### src/rtl/sdp_read_streamer.sv
// sdp_read_streamer: read-side sequencer for the simple dual-port RAM.
// Walks an address range, absorbs the RAM's one-cycle read latency and
// presents the returned words as a valid/ready stream with a last marker.
// Optional feature macro: STREAM_STRIDE_EN (adds the stride port; without it
// the address increment is fixed at 1).
//
// state | meaning
// IDLE  | waiting for start; zero-length start only pulses done
// RUN   | issuing reads, throttled by buffer occupancy
// DRAIN | all reads issued; waiting for the last word to be popped

module sdp_read_streamer #(
   parameter int ADDR_WIDTH  = 9,
   parameter int WORD_LENGTH = 40,
   parameter int LEN_WIDTH   = 10
) (
   input  logic                   clk,
   input  logic                   resetn,
   input  logic                   start,
   input  logic [ADDR_WIDTH-1:0]  start_addr,
   input  logic [LEN_WIDTH-1:0]   length,
`ifdef STREAM_STRIDE_EN
   input  logic [ADDR_WIDTH-1:0]  stride,
`endif
   output logic                   busy,
   output logic                   done,
   output logic [ADDR_WIDTH-1:0]  ram_read_address,
   input  logic [WORD_LENGTH-1:0] ram_read_data,
   output logic [WORD_LENGTH-1:0] out_data,
   output logic                   out_valid,
   input  logic                   out_ready,
   output logic                   out_last
);

   typedef enum logic [1:0] {IDLE, RUN, DRAIN} state_t;

   state_t                 state, state_nxt;
   logic [ADDR_WIDTH-1:0]  addr_q;
   logic [ADDR_WIDTH-1:0]  addr_inc;
   logic [LEN_WIDTH-1:0]   issue_cnt;
   logic                   inflight, inflight_last;
   logic [WORD_LENGTH-1:0] fifo_data [2];
   logic [1:0]             fifo_last;
   logic                   rd_ptr, wr_ptr;
   logic [1:0]             fifo_count;
   logic                   pop, issue, issue_last, start_run, start_zero;
   logic                   done_q;

`ifdef STREAM_STRIDE_EN
   logic [ADDR_WIDTH-1:0]  stride_q;

   // Stride is latched with the command so it stays stable for the transfer.
   always_ff @(posedge clk) begin
      if (!resetn)
         stride_q <= '0;
      else if (start_run)
         stride_q <= stride;
   end

   assign addr_inc = stride_q;
`else
   assign addr_inc = ADDR_WIDTH'(1);
`endif

   // Issue throttle: words already buffered or in flight, less the one leaving
   // this cycle, must leave room for the read issued now. out_ready feeds this
   // combinationally so issue resumes in the very cycle the stall releases.
   always_comb begin
      pop        = (fifo_count != 2'd0) && out_ready;
      start_run  = (state == IDLE) && start && (length != '0);
      start_zero = (state == IDLE) && start && (length == '0);
      issue      = (state == RUN) &&
                   (({1'b0, fifo_count} + {2'b00, inflight}) <= (3'd1 + {2'b00, pop}));
      issue_last = issue && (issue_cnt == LEN_WIDTH'(1));
   end

   // State register.
   always_ff @(posedge clk) begin
      if (!resetn)
         state <= IDLE;
      else
         state <= state_nxt;
   end

   // Next-state logic.
   always_comb begin
      state_nxt = state;
      case (state)
         IDLE:    if (start_run) state_nxt = RUN;
         RUN:     if (issue_last) state_nxt = DRAIN;
         DRAIN:   if (pop && out_last) state_nxt = IDLE;
         default: state_nxt = IDLE;
      endcase
   end

   // Address generator and issue counter; inflight marks a read whose data
   // arrives on ram_read_data this cycle.
   always_ff @(posedge clk) begin
      if (!resetn) begin
         addr_q        <= '0;
         issue_cnt     <= '0;
         inflight      <= 1'b0;
         inflight_last <= 1'b0;
      end else begin
         if (start_run) begin
            addr_q    <= start_addr;
            issue_cnt <= length;
         end else if (issue) begin
            addr_q    <= addr_q + addr_inc;
            issue_cnt <= issue_cnt - LEN_WIDTH'(1);
         end
         inflight      <= issue;
         inflight_last <= issue_last;
      end
   end

   // Two-entry output buffer; push and pop may coincide.
   always_ff @(posedge clk) begin
      if (!resetn) begin
         fifo_data[0] <= '0;
         fifo_data[1] <= '0;
         fifo_last    <= 2'b00;
         rd_ptr       <= 1'b0;
         wr_ptr       <= 1'b0;
         fifo_count   <= 2'd0;
      end else begin
         if (inflight) begin
            fifo_data[wr_ptr] <= ram_read_data;
            fifo_last[wr_ptr] <= inflight_last;
            wr_ptr            <= ~wr_ptr;
         end
         if (pop)
            rd_ptr <= ~rd_ptr;
         fifo_count <= fifo_count + {1'b0, inflight} - {1'b0, pop};
      end
   end

   // done is registered: one cycle after the final pop or a zero-length start.
   always_ff @(posedge clk) begin
      if (!resetn)
         done_q <= 1'b0;
      else
         done_q <= start_zero || ((state == DRAIN) && pop && out_last);
   end

   assign busy             = (state != IDLE);
   assign done             = done_q;
   assign ram_read_address = addr_q;
   assign out_valid        = (fifo_count != 2'd0);
   assign out_data         = fifo_data[rd_ptr];
   assign out_last         = out_valid && fifo_last[rd_ptr];

endmodule

### config.mk
export PLATFORM = sky130hd
export DESIGN_NAME = sdp_read_streamer
export DESIGN_NICKNAME = d
export VERILOG_FILES = /design/src/rtl/sdp_read_streamer.sv
export SDC_FILE = /design/constraint.sdc
export NUM_CORES = 1
export LEC_CHECK = 0
export ABC_AREA = 1
export ABC_CLOCK_PERIOD_IN_PS = 3340
export CAP_MARGIN = 20
export CORE_MARGIN = 3
export CORE_UTILIZATION = 51
export CTS_BUF_LIST = sky130_fd_sc_hd__clkbuf_16
export DETAILED_ROUTE_END_ITERATION = 10
export PLACE_DENSITY = 0.8
export SYNTH_ARGS = -nofsm -noshare
export SYNTH_HDL_FRONTEND = slang
export SYNTH_SLANG_ARGS = --single-unit
### constraint.sdc
create_clock -name clk -period 3.34 [get_ports clk]
set_input_delay 1.002 -clock clk [delete_from_list [all_inputs] [get_ports clk]]
set_output_delay 1.002 -clock clk [all_outputs]
set_load 0.01 [all_outputs]
==> key figures <==
Synthesis
  • Top post-synthesis cells by count: nor2_1, inv_1, edfxtp_1
  • Mux cell area share after synthesis: 0.08329
  • Register bit total from synthesis: 111
  • XOR/XNOR share of the synthesized area: 0.008098
  • Main flop type after synthesis: edfxtp_1
  • Simple-gate portion of the synthesized area: 0.2071
  • Sequential share of the synthesized area: 0.5590
  • Yosys warning count: 0
  • Async SR Flop Fraction: 0
  • Count leader, synth: nor2_1
  • Adder-Cell Fraction of Synth Area: 0.01990
  • Cell accounting for the most synthesized area: edfxtp_1
  • Largest family of logic cells by synthesized area: simple AND/OR/NAND/NOR gates
  • Synth cell types: 30
  • Cell area after synthesis: 0.005408 sq mm
  • EDFF count, synth: 80
  • Avg Inst Size Synth: 9.471 sq um
  • Top-area cell type share of the netlist area: 0.4442
  • Compound-gate portion of the synthesized area: 0.02962
  • Leading post-synthesis cells by cell area: edfxtp_1, dfxtp_1, mux2_2, nor2_1, inv_1
  • Post-synthesis cell count: 571
  • Post-Syn Nets: 642

Place
  • Detailed Place HPWL: 8297 microns
  • Routability Congestion: 0.8846
  • Placed Cells: 809
  • IO buf count: 115
  • Place WS: 0.1314 ns

Global routing
  • Vias in the first global route: 4143
  • GR Overflow Total: 0
  • Layer with the highest usage: met2
  • Initial antenna violation count: 0
  • Routing usage on met3: 0.02783
  • Largest net degree at the start of global routing: 43
  • Met2 Use GR: 0.3482
  • First-pass GRT wire length: 19330 microns
  • Met1 GRT Util: 0.2785
  • GR Util All Layers: 0.2058

Clocking
  • Setup bufs post-CTS: 0
  • CTS sink cnt: 111
  • CTS clk-pin slew, worst paths: 0.07 ns
  • Cts bufs inserted: 9
  • Post-CTS sizing: 0
  • Hold-fix buffers, CTS: 0
  • Clock root cell: clkbuf_16
  • CTS tree: built
  • Clock Latency Late Sink: 0.34 ns
  • Htree depth: 3
  • Clk buf depth: 2

Power and ir drop
  • Max IR drop VDD: 0.0002425 V
  • P_leak: 3.098 nW
  • P per Cell Area: 474.9 mW/mm^2

Setup path
  • Arrival @ worst endpoint: 1.87 ns
  • CP Max Fanout: 36
  • CP Data Required Time: 2.34 ns
  • CP startpoint kind: flop
  • Setup Crit Path Kind: reg2out
  • R2R setup slack: 1.06 ns
  • Worst setup EP type: output pin

Timing
  • Setup-failing EPs final: 0
  • Post-route worst setup slack: 0.4697 ns
  • Final Hold Viols: 0
  • Hold Slack: 0.4765 ns
  • Min cycle time layout: 2.870 ns
  • RSZ-0062 raised after global routing: no
  • Slew HR: 0.5537
  • TNS Setup: 0 ns
  • Period utilization: 0.8594
  • Slew Limit Fails: 0
  • Max Fclk: 0.3484 GHz
  • Fin Clk Skew: 0.005014 ns
  • Worst Tran Pin Value: 0.6689 ns

Finish
  • Layout Nets: 758
  • Final Core Density: 0.6994
  • Ant diodes: 0
  • Multi-input logic area: 0.001892 sq mm
  • Register area: 0.003024 sq mm
  • # fillers: 750
  • Area Overhead vs Synth: 29.92%
  • Layout cell share with drive strength beyond 1: 0.1329
  • Non-filler cells, final: 825

Flow run
  • Max Cap Violations: 0

Route
  • DR pass1 iterations: 5
  • Antenna-violating nets left: 0
  • Wirelength per Cell: 14.12 microns
  • DR vias: 4176
  • Initial DRC count: 194
  • Drt total wl: 11650 microns
  • DR vias/cell: 5.062
  • Residual DRC: 0

Die
  • IO Pins: 116
  • Core area: 0.01004 sq mm
  • Die Wd: 109.0 microns
  • Initial Utilization: 0.5384
  • DIE HEIGHT: 109.0 microns
  • Row cnt: 36
  • Full die area: 0.01187 sq mm

Hold path
  • Hold WC Path Type: reg2reg

Run status
  • Status: finished, final reports clean
## report_power, final
part           internal (mW)  switching, mW  leakage [nW]
Combinational          0.326          0.335          1.87
Clock                  0.585          0.477         0.148
Sequential              1.56         0.0523          1.08
Total                   2.47          0.865          3.10
## area by class of cell
cell class,instances,share of cell area
Clock buffer,9,0.03206
Clock inverter,7,0.01033
Inverter,97,0.05183
Multi-Input combinational cell,339,0.2693
Sequential cell,111,0.4305
Tap cell,133,0.02369
Timing Repair Buffer,129,0.1824
## registers in the layout, summed over array words and instances (netlist names), 2 cells and up, named ones only
| signal | flops |
|---|---|
| state | 2 |
| fifo_data | 80 |
| fifo_count | 2 |
| ram_read_address | 9 |
| issue_cnt | 10 |
| fifo_last | 2 |
## worst paths after layout
path,from,end,cells after the start
max reg2reg,inflight$_SDFF_PN0_,ram_read_address[1]$_SDFFE_PN0P_,13
max,flop,out_data[11],3
min,fifo_last[1]$_SDFFE_PN0P_,fifo_last[1]$_SDFFE_PN0P_,2
min reg2reg,fifo_last[1]$_SDFFE_PN0P_,fifo_last[1]$_SDFFE_PN0P_,2
## metrics by stage
stage / total power [mW] / instance area [sq um]
floorplan: 2.018 / 5408
global placement: 2.284 / 6728
detailed placement: 2.305 / 6728
CTS: 3.352 / 7025
global route: 3.484 / 7025
finish: 3.336 / 7025
## cells in the final DEF, fill, tap and decap left out, drive strengths merged
master,n
edfxtp,80
o21ai,10
inv,100
nor2,113
clkinvlp,1
o22ai,1
nand3b,3
mux2,40
o31ai,1
ha,7
clkdlybuf4s50,115
bufinv,1
nand3,63
clkinv,2
o21bai,1
nor3,1
xnor2,2
clkbuf,9
nand4,5
a21oi,13
dfxtp,31
buf,14
nand2,75
xor2,3
fa,1
## cells by family (layout without fill, tap and decap cells)
group	Yosys count	count (layout)
compound gates	26	26
xor+xnor	5	5
fa+ha+maj	8	8
buf+inv	121	242
flops	111	111
mux	40	40
simple gates	260	260
## metal layers
layer / up-vias / routed length, microns / share of wire
li1: 2066 / - / -
met1: 1963 / 5049 / 0.43
met2: 138 / 5713 / 0.49
met3: 9 / 797 / 0.068
met4: 0 / 86 / 0.0074
met5: - / 0 / 0
## critical path, cell delays in order, from the launching register on
cell	delay, ns
dfxtp_2	0.41
buf_12	0.24
mux2_2	0.38
clkdlybuf4s50_1	0.48
Power figures use the tool's default switching activity.
